===== src/rtl/csr_if.sv =====
// Execute-stage <-> CSR file bus: Zicsr access, trap report and handler address.
interface csr_if;
  logic [11:0] csr_addr;
  logic [31:0] csr_wdata;
  logic [1:0]  csr_op;
  logic [31:0] csr_rdata;
  logic        trap;
  logic [3:0]  trap_cause;
  logic [31:0] trap_value;
  logic [31:0] trap_pc;
  logic        trap_handled;
  logic [31:0] trap_target_pc;

  modport master (
    output csr_addr, csr_wdata, csr_op, trap, trap_cause, trap_value, trap_pc,
    input  csr_rdata, trap_handled, trap_target_pc
  );

  modport slave (
    input  csr_addr, csr_wdata, csr_op, trap, trap_cause, trap_value, trap_pc,
    output csr_rdata, trap_handled, trap_target_pc
  );
endinterface


===== src/rtl/csr_file.sv =====
// Machine-mode CSR file for the RV32I core: Zicsr read/write/set/clear,
// synchronous trap capture and a free-running 64-bit cycle counter.
module csr_file #(
  parameter logic [31:0] HART_ID    = 32'd0,
  parameter logic [31:0] MISA_VALUE = 32'h4000_0100
) (
  input  logic   clk,
  input  logic   rst,
  csr_if.slave   bus
);

  typedef enum logic [1:0] {OP_NOP, OP_WRITE, OP_SET, OP_CLEAR} csr_op_e;

  localparam logic [11:0] A_MSTATUS  = 12'h300;
  localparam logic [11:0] A_MISA     = 12'h301;
  localparam logic [11:0] A_MIE      = 12'h304;
  localparam logic [11:0] A_MTVEC    = 12'h305;
  localparam logic [11:0] A_MSCRATCH = 12'h340;
  localparam logic [11:0] A_MEPC     = 12'h341;
  localparam logic [11:0] A_MCAUSE   = 12'h342;
  localparam logic [11:0] A_MTVAL    = 12'h343;
  localparam logic [11:0] A_MIP      = 12'h344;
  localparam logic [11:0] A_MCYCLE   = 12'hB00;
  localparam logic [11:0] A_MCYCLEH  = 12'hB80;
  localparam logic [11:0] A_CYCLE    = 12'hC00;
  localparam logic [11:0] A_CYCLEH   = 12'hC80;
  localparam logic [11:0] A_MHARTID  = 12'hF14;

  localparam logic [31:0] MIE_MASK  = 32'h0000_0888;
  localparam logic [31:0] MEPC_MASK = 32'hFFFF_FFFC;

  logic        mstatus_mie, mstatus_mpie;
  logic [31:0] mie_q, mtvec_q, mscratch_q, mepc_q, mcause_q, mtval_q;
  logic [63:0] mcycle_q;
  logic        trap_handled_q;

  logic [31:0] mstatus_rd, rdata, wval;
  logic [63:0] cycle_inc;
  logic        wen;
  csr_op_e     op;

  // MPP is hardwired to M-mode; only MIE/MPIE hold state
  assign mstatus_rd = {19'b0, 2'b11, 3'b0, mstatus_mpie, 3'b0, mstatus_mie, 3'b0};
  assign op         = csr_op_e'(bus.csr_op);

  always_comb begin
    rdata = '0;
    case (bus.csr_addr)
      A_MSTATUS:          rdata = mstatus_rd;
      A_MISA:             rdata = MISA_VALUE;
      A_MIE:              rdata = mie_q;
      A_MTVEC:            rdata = mtvec_q;
      A_MSCRATCH:         rdata = mscratch_q;
      A_MEPC:             rdata = mepc_q;
      A_MCAUSE:           rdata = mcause_q;
      A_MTVAL:            rdata = mtval_q;
      A_MCYCLE, A_CYCLE:  rdata = mcycle_q[31:0];
      A_MCYCLEH, A_CYCLEH: rdata = mcycle_q[63:32];
      A_MHARTID:          rdata = HART_ID;
      default:            rdata = '0;
    endcase
  end

  always_comb begin
    wval = rdata;
    case (op)
      OP_WRITE: wval = bus.csr_wdata;
      OP_SET:   wval = rdata | bus.csr_wdata;
      OP_CLEAR: wval = rdata & ~bus.csr_wdata;
      default:  wval = rdata;
    endcase
  end

  // A trap in the same cycle suppresses the whole CSR op
  assign wen       = (op != OP_NOP) && !bus.trap;
  assign cycle_inc = mcycle_q + 64'd1;

  always_ff @(posedge clk) begin
    if (rst) begin
      mstatus_mie    <= 1'b0;
      mstatus_mpie   <= 1'b0;
      mie_q          <= '0;
      mtvec_q        <= '0;
      mscratch_q     <= '0;
      mepc_q         <= '0;
      mcause_q       <= '0;
      mtval_q        <= '0;
      mcycle_q       <= '0;
      trap_handled_q <= 1'b0;
    end else begin
      trap_handled_q <= bus.trap;
      // A write to one half replaces only that half; the other keeps the carry
      mcycle_q[31:0]  <= (wen && bus.csr_addr == A_MCYCLE)  ? wval : cycle_inc[31:0];
      mcycle_q[63:32] <= (wen && bus.csr_addr == A_MCYCLEH) ? wval : cycle_inc[63:32];
      if (bus.trap) begin
        mepc_q       <= bus.trap_pc & MEPC_MASK;
        mcause_q     <= {28'b0, bus.trap_cause};
        mtval_q      <= bus.trap_value;
        mstatus_mpie <= mstatus_mie;
        mstatus_mie  <= 1'b0;
      end else if (wen) begin
        case (bus.csr_addr)
          A_MSTATUS: begin
            mstatus_mie  <= wval[3];
            mstatus_mpie <= wval[7];
          end
          A_MIE:      mie_q      <= wval & MIE_MASK;
          A_MTVEC:    mtvec_q    <= wval;
          A_MSCRATCH: mscratch_q <= wval;
          A_MEPC:     mepc_q     <= wval & MEPC_MASK;
          A_MCAUSE:   mcause_q   <= wval;
          A_MTVAL:    mtval_q    <= wval;
          default:    ;
        endcase
      end
    end
  end

  assign bus.csr_rdata      = rdata;
  assign bus.trap_handled   = trap_handled_q;
  assign bus.trap_target_pc = {mtvec_q[31:2], 2'b00};

endmodule


===== src/flat_wrapper.sv =====
// flat-port wrapper written by rule: the top's interface ports become plain ports
module csr_file_flat 
#(
  parameter logic [31:0] HART_ID    = 32'd0,
  parameter logic [31:0] MISA_VALUE = 32'h4000_0100
)
  (clk, rst, bus_csr_addr, bus_csr_wdata, bus_csr_op, bus_trap, bus_trap_cause, bus_trap_value, bus_trap_pc, bus_csr_rdata, bus_trap_handled, bus_trap_target_pc);
  csr_if bus_i ();
  input  logic clk;
  input  logic rst;
  input wire logic [$bits(bus_i.csr_addr)-1:0] bus_csr_addr;
  input wire logic [$bits(bus_i.csr_wdata)-1:0] bus_csr_wdata;
  input wire logic [$bits(bus_i.csr_op)-1:0] bus_csr_op;
  input wire logic [$bits(bus_i.trap)-1:0] bus_trap;
  input wire logic [$bits(bus_i.trap_cause)-1:0] bus_trap_cause;
  input wire logic [$bits(bus_i.trap_value)-1:0] bus_trap_value;
  input wire logic [$bits(bus_i.trap_pc)-1:0] bus_trap_pc;
  output wire logic [$bits(bus_i.csr_rdata)-1:0] bus_csr_rdata;
  output wire logic [$bits(bus_i.trap_handled)-1:0] bus_trap_handled;
  output wire logic [$bits(bus_i.trap_target_pc)-1:0] bus_trap_target_pc;
  assign bus_i.csr_addr = bus_csr_addr;
  assign bus_i.csr_wdata = bus_csr_wdata;
  assign bus_i.csr_op = bus_csr_op;
  assign bus_i.trap = bus_trap;
  assign bus_i.trap_cause = bus_trap_cause;
  assign bus_i.trap_value = bus_trap_value;
  assign bus_i.trap_pc = bus_trap_pc;
  assign bus_csr_rdata = bus_i.csr_rdata;
  assign bus_trap_handled = bus_i.trap_handled;
  assign bus_trap_target_pc = bus_i.trap_target_pc;
  csr_file #(.HART_ID(HART_ID), .MISA_VALUE(MISA_VALUE)) u_core (.clk(clk), .rst(rst), .bus(bus_i));
endmodule

===== config.mk =====
export PLATFORM = sky130hd
export DESIGN_NAME = csr_file_flat
export DESIGN_NICKNAME = d
export VERILOG_FILES = /design/src/rtl/csr_if.sv /design/src/rtl/csr_file.sv /design/src/flat_wrapper.sv
export SDC_FILE = /design/constraint.sdc
export NUM_CORES = 1
export LEC_CHECK = 0
export BUFFER_PORTS_ARGS = -buffer_cell sky130_fd_sc_hd__clkbuf_2
export CELL_PAD_IN_SITES_DETAIL_PLACEMENT = 1
export CELL_PAD_IN_SITES_GLOBAL_PLACEMENT = 2
export CORE_UTILIZATION = 37
export DETAILED_ROUTE_END_ITERATION = 7
export PLACE_DENSITY_LB_ADDON = 0.12
export SKIP_CTS_REPAIR_TIMING = 1
export SYNTH_ARGS = -nofsm -noshare
export SYNTH_HDL_FRONTEND = slang
export SYNTH_SLANG_ARGS = --single-unit

===== constraint.sdc =====
create_clock -name clk -period 10.4 [get_ports clk]
set_input_delay 3.12 -clock clk [delete_from_list [all_inputs] [get_ports clk]]
set_output_delay 3.12 -clock clk [all_outputs]
set_load 0.005 [all_outputs]

==> impl_metrics.ini, run 1 <==
[worst_hold_path]
hp-class = register to register
hold-path-cell-count = 2

[placed_design]
dp_cells = 2108
place.gp.congestion = 0.845
hpwl_um = 39700
place_ws_ps = 1640
portBuffers = 177

[global_routing]
grtUsageTotal_pct = 32.6
grt_pass1_vias = 13619
grt_start_max_net_pins = 55
antenna_found_initial = 1
grt_pass1_wl_um = 88500
grt_overflow = 0

[power]
switching_power_uw = 577
p_per_area_mw_per_mm2 = 140
p_comb_share_pct = 10.7
seqPwrFrac_pct = 43.3
clockPowerShare_pct = 46.1
switching_share_pct = 27.8
power.leakage_uw = 0.00527
p_int_uw = 1500
irDropWorstVdd_mv = 0.123

[sta]
period_minus_slack_ps = 8900
worstMarginPinSlew_ps = 1310
finalHoldViolations = 0
timing.final.crit_share_pct = 85.6
rsz0062_at_grt = no
setup_viol = 0
clock-skew-final_ps = 19.8
fin_setup_tns_ps = 0
slew_viol_final = 0
fmax_mhz = 112
setup_slack_ps = 1500
max-slew-margin-rel_pct = 12.7

[routing]
topRoutingLayerUsed = met5
drc = 0
avgRoutedWirePerCell_um = 27.9
route.met3.wl_um = 4180
dr.pass1.iters = 5
vias = 13743
drt_wl_total_um = 60100
drtAntennaViolNets = 0
drt_iter0_drc = 1112
avgViaCountPerCell = 6.37
met2_length_um = 26600
m1WireLength_um = 27200

[floorplan]
core_area_mm2 = 0.0346
die_area_mm2 = 0.0361
die_h_um = 190
start_util_pct = 37.8
rows = 68
io-pin-count = 182
dieWidth_um = 190

[worst_setup_path]
crit_path_max_fanout = 23
slowest_stage = nor4b_4
cp.required_ps = 7280
critPathKind = primary input to primary output
worstSetupEndpointType = primary output
path_common_cell = clkbuf_2
critPathLaunchType = primary input
arrival_ps = 5780
crit_chain = clkbuf_2 > nor4b_4 > o211ai_4 > nor2_1 > or3_1 > clkbuf_2
slowest_delay_ps = 990
ff2ff_path_depth = 6

[clock_network]
root_buffer = clkbuf_16
clk_pin_slew_ps = 60
cts_num_sinks = 228
insertion_delay_ps = 560
cts_buffers = 28
tritoncts = yes
cts_buffer_depth = 3
htree_levels = 1

[yosys]
synthFlopType = dfxtp_1
synthArstFlopShare_pct = 0
synth_top_area_share_pct = 34.9
netlist_instances = 1603
synth_seq_cells = 228
seq_area_frac_synth_pct = 34.9
synth_area_mm2 = 0.0131
synth.distinct_cells = 86
synth_area_leaders = dfxtp_1 35%, o21ai_0 4.9%, nand2_1 4.8%, a22oi_1 3.6%, mux2i_1 3.4%
yosys_warnings = 0
synth_edf_count = 0
synth_top_area_cell = dfxtp_1
syn_avg_cell_area_um2 = 8.16

[job]
maxCapViolations = 0

[finish]
insertedDiodeCount = 0
seqCellArea_mm2 = 0.00456
multi_input_area_mm2 = 0.00765
num-fill-cells = 4215
drive_gt1_share_pct = 20.4
syn2layout_area_growth_pct = 13.8
final_nets = 1801
stdcell_count = 2158

[outcome]
status = finished, final reports clean
[path summary, 6_finish.rpt]
| check | from | endpoint | slack, ps |
|---|---|---|---|
| worst max-delay path | bus_csr_addr[6] | bus_csr_rdata[6] | 1500 |
| worst min-delay path | u_core.mcause_q[22]$_SDFFE_PP0P_ | u_core.mcause_q[22]$_SDFFE_PP0P_ | 450 |
| worst max register to register | u_core.mcycle_q[4]$_SDFF_PP0_ | u_core.mcycle_q[60]$_SDFF_PP0_ | 7650 |
| worst min register to register | u_core.mcause_q[22]$_SDFFE_PP0P_ | u_core.mcause_q[22]$_SDFFE_PP0P_ | 450 |
[stage by stage]
step	total power (uW)	utilization (%)	cell area, um^2	hold WS, ps
floorplan	1040	-	13100	416
global placement	1130	40.4	14000	425
detailed placement	1140	40.4	14000	441
CTS	2090	43.0	14900	449
global route	2140	43.0	14900	473
finish	2080	43.0	14900	450
[worst max-delay path, delay by kind of cell]
family | cells | cell delay (ps)
AND/OR/NAND/NOR | 3 | 1660
AO/OA/AOI/OAI | 1 | 520
buffers and inverters | 2 | 450
[synthesized netlist by cell type (6+ instances only)]
| cell type | n |
|---|---|
| a2111oi_0 | 19 |
| a2111oi_2 | 6 |
| a211o_1 | 26 |
| a211oi_1 | 46 |
| a21oi_1 | 75 |
| a22oi_1 | 63 |
| and3_1 | 11 |
| and4_1 | 8 |
| buf_2 | 39 |
| buf_4 | 39 |
| buf_6 | 6 |
| clkbuf_1 | 75 |
| dfxtp_1 | 228 |
| inv_1 | 16 |
| mux2_2 | 28 |
| mux2i_1 | 45 |
| nand2_1 | 166 |
| nand2b_1 | 15 |
| nand3_1 | 89 |
| nand4_1 | 53 |
| nand4b_1 | 7 |
| nor2_1 | 89 |
| nor3_1 | 26 |
| nor4_1 | 16 |
| o2111ai_1 | 13 |
| o211ai_1 | 9 |
| o21ai_0 | 127 |
| o21ai_1 | 12 |
| o22ai_1 | 59 |
| or2_2 | 8 |
| or3_1 | 26 |
| xnor2_1 | 34 |
| xor2_1 | 12 |
[power by group through the flow]
stage	logic [uW]	clock network (uW)	registers, uW
2_1_floorplan	121	0	915
3_3_place_gp	214	0	917
3_5_place_dp	217	0	918
4_1_cts	218	972	899
5_1_grt	232	1010	900
6_report	222	957	899
[kinds of logic after synthesis]
logic type	Yosys count	share of synthesized area, %
simple gates	565	22.9
compound gates	508	26.1
flops	228	34.9
buf+inv	181	7.12
mux	73	5.85
xor+xnor	46	3.08
fa+ha+maj	1	0.0956
other cells	1	0.0287
[layer usage]
metal	GRT usage [%]	vias to the layer above
li1	-	6181
met1	44.7	6903
met2	51.1	525
met3	5.61	132
met4	11.9	2
met5	0	-
[flip-flops by register name (all words and copies together), names as in the netlist]
name	cells
u_core.bus.trap_handled	1
u_core.mcause_q	32
u_core.mcycle_q	64
u_core.mepc_q	30
u_core.mie_q	3
u_core.mscratch_q	32
u_core.mstatus_mie	1
u_core.mstatus_mpie	1
u_core.mtval_q	32
u_core.mtvec_q	32
[cell usage in the layout (no fill, tap or decap), types with 28 or more instances in the layout]
cell type,count
dfxtp_1,228
xnor2_1,34
nand2_1,163
o21ai_0,127
mux2_2,28
clkbuf_2,175
nor2_1,87
a22oi_1,63
a211oi_1,46
a21oi_1,73
o22ai_1,59
buf_4,37
mux2i_1,45
clkbuf_16,28
nand3_1,89
nand4_1,53
[area by class of cell]
class | instances | share of cell area [%]
clock inverter | 16 | 0.807
multi-input combinational | 1195 | 51.4
timing repair buffer | 213 | 7.78
inverter | 17 | 0.429
sequential | 228 | 30.7
clock buffer | 34 | 5.13
tap | 455 | 3.82
No activity file was read; power rests on OpenSTA's default activity.
==> inputs of run 2 (changes only) <==
Settings changed: ABC_AREA set to 1, CORE_UTILIZATION 37 to 34.
==> impl_metrics.ini, run 2 <==
[floorplan]
core_area_mm2 = 0.0420
io-pin-count = 182
start_util_pct = 34.6
rows = 75
die_area_mm2 = 0.0436
die_h_um = 209
dieWidth_um = 209

[worst_setup_path]
worstSetupEndpointType = primary output
cp.required_ps = 7280
critPathKind = primary input to primary output
critPathLaunchType = primary input
arrival_ps = 5550
crit_path_max_fanout = 18

[sta]
rsz0062_at_grt = no
setup_slack_ps = 1730
setup_viol = 0
fmax_mhz = 115
max-slew-margin-rel_pct = 25.3
worstMarginPinSlew_ps = 1120
slew_viol_final = 0
timing.final.crit_share_pct = 83.4
clock-skew-final_ps = 48.2
fin_setup_tns_ps = 0
period_minus_slack_ps = 8670
finalHoldViolations = 0

[yosys]
synth_seq_cells = 228
synthFlopType = dfxtp_1
syn_avg_cell_area_um2 = 6.12
synth_top_area_cell = dfxtp_1
synthArstFlopShare_pct = 0
yosys_warnings = 0
synth.distinct_cells = 34
synth_top_area_share_pct = 31.4
seq_area_frac_synth_pct = 31.4
synth_area_mm2 = 0.0145
netlist_instances = 2376
yosysMostFrequentCell = nand2_1
synthTopCellsByCount = 408 x nand2_1, 391 x inv_1, 345 x nand3_1
synth_area_leaders = dfxtp_1 31%, nand3_1 12%, nand2_1 11%, inv_1 10%, o21ai_0 6.8%
synth_edf_count = 0

[clock_network]
cts_buffers = 30
htree_levels = 1
insertion_delay_ps = 610
cts_num_sinks = 228
cts_buffer_depth = 3
clk_pin_slew_ps = 60
tritoncts = yes
root_buffer = clkbuf_16

[placed_design]
portBuffers = 177
hpwl_um = 50200
place_ws_ps = 1810
place.gp.congestion = 0.973

[routing]
vias = 16105
dr.pass1.iters = 5
drt_iter0_drc = 1186
drtAntennaViolNets = 0
avgViaCountPerCell = 5.35
drc = 0
drt_wl_total_um = 68800
avgRoutedWirePerCell_um = 22.8

[outcome]
status = finished, final reports clean

[worst_hold_path]
hp-class = register to register

[global_routing]
grt_pass1_wl_um = 103000
use_met2_pct = 49.4
antenna_found_initial = 0
busiest_layer = met2
grtUsageTotal_pct = 31.3
grt_overflow = 0
grt.met1_usage_pct = 46.3
grt_start_max_net_pins = 114
grt_pass1_vias = 15854
grtUsageMet3_pct = 3.50

[finish]
final_nets = 2567
syn2layout_area_growth_pct = 13.6
drive_gt1_share_pct = 13.7
layout_common_cells = 406 x nand2_1, 388 x inv_1, 344 x nand3_1
largest_register_ff_count = 64
regMostFlops = u_core.mcycle_q
final_common_cell = nand2_1
num-fill-cells = 5582

[job]
maxCapViolations = 0

[power]
switching_share_pct = 26.5
p_per_area_mw_per_mm2 = 134
irDropWorstVdd_mv = 0.0924
p_comb_share_pct = 8.2
switching_power_uw = 588
p_int_uw = 1630
power.leakage_uw = 0.00792
seqPwrFrac_pct = 40.4
clockPowerShare_pct = 51.4
==> run 2: routing by layer <==
metal	wire length [um]	vias to the layer above
met5	0	-
met4	1050	0
met3	3690	53
met2	30400	409
met1	33600	7962
li1	-	7681
==> run 2: worst paths after layout <==
kind                                  startpoint                             end  slack, ps  cells after the start
setup / recovery                 bus_csr_addr[3]               bus_csr_rdata[31]       1730                      9
hold / removal    u_core.mtvec_q[1]$_SDFFE_PP0P_  u_core.mtvec_q[1]$_SDFFE_PP0P_        550                      4
setup reg to reg   u_core.mcycle_q[0]$_SDFF_PP0_  u_core.mcycle_q[54]$_SDFF_PP0_       7280                     11
hold reg to reg   u_core.mtvec_q[1]$_SDFFE_PP0P_  u_core.mtvec_q[1]$_SDFFE_PP0P_        550                      4
==> run 2: worst max-delay path: stages <==
cell and delay [ps]:
clkbuf_2 90, nor2_2 150, inv_2 90, nor2_4 530, nand2_2 520, o21ai_0 550, nor2_1 80, nand2_1 220
clkbuf_2 170
==> run 2: cell families (layout without fill, tap and decap cells) <==
logic type | count (synthesis) | count (layout) | synth area share (%)
AND/OR/NAND/NOR | 1114 | 1114 | 34.2
buffers and inverters | 558 | 654 | 16.4
AO/OA/AOI/OAI | 435 | 435 | 15.5
flip-flops | 228 | 228 | 31.4
XOR/XNOR | 39 | 39 | 2.35
adder cells (fa/ha/maj) | 1 | 1 | 0.0860
other | 1 | 3 | 0.0258
==> run 2: power by group through the flow <==
stage | Combinational [uW] | Sequential [uW] | Clock [uW]
floorplan | 98.0 | 915 | 0
global placement | 176 | 917 | 0
detailed placement | 180 | 918 | 0
CTS | 180 | 899 | 1160
global route | 197 | 900 | 1190
finish | 181 | 899 | 1140
==> run 2: area by class of cell <==
cell class	count	area [um^2]	share of cell area, %
inverter	398	1500	9.05
antenna	1	2.50	0.0151
clock buffer	47	945	5.72
sequential	228	4560	27.6
clock inverter	9	148	0.893
timing repair buffer	200	1090	6.57
multi-input combinational	1591	7610	46.1
tap	539	674	4.08
==> run 2: through the flow <==
step | cells | utilization [%] | power [uW] | area (um^2) | hold slack (ps)
finish | 3013 | 39.3 | 2220 | 16500 | 548
global placement | 2956 | 36.7 | 1090 | 15400 | 524
detailed placement | 2956 | 36.7 | 1100 | 15400 | 533
floorplan | 2377 | - | 1010 | 14500 | 505
CTS | 3012 | 39.3 | 2240 | 16500 | 547
global route | 3012 | 39.3 | 2290 | 16500 | 562
==> inputs of run 3 (changes only) <==
Settings changed: CORE_UTILIZATION 34 to 31.
Clock period 10.4 ns to 9 ns, I/O delays scaled along.
==> impl_metrics.ini, run 3 (same netlist as run 2, synthesis figures left out) <==
[worst_setup_path]
worstSetupEndpointType = primary output
slowest_stage = nand2_1
crit_path_max_fanout = 22
timing.critical_path.buf_inv = 3
crit_path_end = bus_csr_rdata[27]
crit_path_start = bus_csr_addr[1]
crit_chain = clkbuf_2 > nor2_2 > nand2_2 > nor2_2 > buf_4 > nand2_1 > nor2_1 > nor2_1 > nand2_1 > clkbuf_2
critPathTopFamily = simple AND/OR/NAND/NOR gates
ff2ff_path_depth = 11
reg2reg_from = u_core.mcycle_q[0]$_SDFF_PP0_
r2r_slack_ps = 6190
arrival_ps = 4940
slowest_delay_ps = 530
cp.depth = 10
reg2reg_to = u_core.mcycle_q[54]$_SDFF_PP0_
critPathKind = primary input to primary output
critPathLaunchType = primary input
cp.required_ps = 6300

[finish]
stdcell_count = 3083
regMostFlops = u_core.mcycle_q
syn2layout_area_growth_pct = 14.1
final_nets = 2571
layout_common_cells = 406 x nand2_1, 389 x inv_1, 344 x nand3_1
final_common_cell = nand2_1
insertedDiodeCount = 0
drive_gt1_share_pct = 13.8
final_core_util_pct = 35.7
num-fill-cells = 6202
largest_register_ff_count = 64

[sta]
rsz0062_at_grt = no
slew_viol_final = 0
fmax_mhz = 131
finalHoldViolations = 0
clock-skew-final_ps = 25.3
timing.final.crit_share_pct = 84.9
fin_setup_tns_ps = 0
setup_viol = 0
setup_slack_ps = 1360
period_minus_slack_ps = 7640
worstMarginPinSlew_ps = 1160
holdWs_ps = 545
max-slew-margin-rel_pct = 22.4

[power]
power.leakage_uw = 0.00793
p_per_area_mw_per_mm2 = 153
irDropWorstVdd_mv = 0.133

[routing]
drtAntennaViolNets = 0
dr.pass1.iters = 5
drc = 0
drt_wl_total_um = 71200
avgRoutedWirePerCell_um = 23.1
avgViaCountPerCell = 5.20
vias = 16041
drt_iter0_drc = 1079

[placed_design]
portBuffers = 177
place.gp.congestion = 0.969
place_ws_ps = 1370
hpwl_um = 52400
dp_cells = 3028

[floorplan]
core_area_mm2 = 0.0465
dieWidth_um = 219
io-pin-count = 182
die_area_mm2 = 0.0478
die_h_um = 219
start_util_pct = 31.3
rows = 79

[global_routing]
grt_overflow = 0
grt_pass1_vias = 15784
grt_pass1_wl_um = 104000
grtUsageTotal_pct = 29.6
antenna_found_initial = 3
grt_start_max_net_pins = 79

[worst_hold_path]
hp-class = register to register

[clock_network]
insertion_delay_ps = 600
tritoncts = yes
htree_levels = 1
clk_pin_slew_ps = 60
root_buffer = clkbuf_16
cts_buffers = 30
cts_buffer_depth = 3
cts_num_sinks = 228

[outcome]
status = finished, final reports clean

[job]
maxCapViolations = 0
-- run 3: changes by cell type in the layout (fill, tap and decap cells not counted) --
| cell | delta |
|---|---|
| buf_4 | +4 |
| clkbuf_8 | -4 |
| clkbuf_1 | +1 |
| clkinv_1 | -1 |
| inv_1 | +1 |
| clkinv_2 | +2 |
| diode_2 | -1 |
-- run 3: final cells by class --
class	instances	area (um^2)	area share (%)
multi-input cells	1591	7610	45.9
flip-flops and latches	228	4560	27.5
well taps	607	759	4.58
clock inverters	11	158	0.950
repair buffers	204	1120	6.72
inverters	398	1500	9.01
clock buffers	44	893	5.38
-- run 3: worst min-delay path: cells and delay by family (launching register included) --
family          cells  cell delay (ps)
compound gates      2              110
buf+inv             2               90
flops               1              310
-- run 3: metal layers --
layer | track usage, % | wire length (um) | vias up
met5 | 0 | 13 | -
met4 | 6.95 | 1630 | 2
met3 | 4.97 | 3710 | 75
met2 | 46.2 | 31400 | 370
met1 | 41.9 | 34500 | 7918
li1 | - | - | 7676
-- run 3: metrics by stage --
stage	instance area (um^2)	total power, uW
floorplan	14500	1170
global placement	15500	1270
detailed placement	15500	1270
CTS	16600	2570
global route	16600	2620
finish	16600	2550
-- run 3: how the worst min path moves through the flow --
stage | slack (ps) | end | from | cells past startpoint
floorplan | 510 | u_core.mepc_q[19]$_SDFFE_PP0P_ | u_core.mepc_q[19]$_SDFFE_PP0P_ | 2
global placement | 520 | u_core.mscratch_q[16]$_SDFFE_PP0P_ | u_core.mscratch_q[16]$_SDFFE_PP0P_ | 4
detailed placement | 540 | u_core.mscratch_q[16]$_SDFFE_PP0P_ | u_core.mscratch_q[16]$_SDFFE_PP0P_ | 4
CTS | 550 | u_core.mscratch_q[16]$_SDFFE_PP0P_ | u_core.mscratch_q[16]$_SDFFE_PP0P_ | 4
global route | 570 | u_core.mcause_q[27]$_SDFFE_PP0P_ | u_core.mcause_q[27]$_SDFFE_PP0P_ | 4
finish | 540 | u_core.mtvec_q[1]$_SDFFE_PP0P_ | u_core.mtvec_q[1]$_SDFFE_PP0P_ | 4
-- run 3: power by group --
group | switching [uW] | total (uW) | leakage [uW] | internal [uW]
clock | 525 | 1300 | 0.000518 | 772
sequential | 10.1 | 1040 | 0.00185 | 1030
combinational | 156 | 212 | 0.00556 | 56.0
total | 691 | 2550 | 0.00793 | 1860
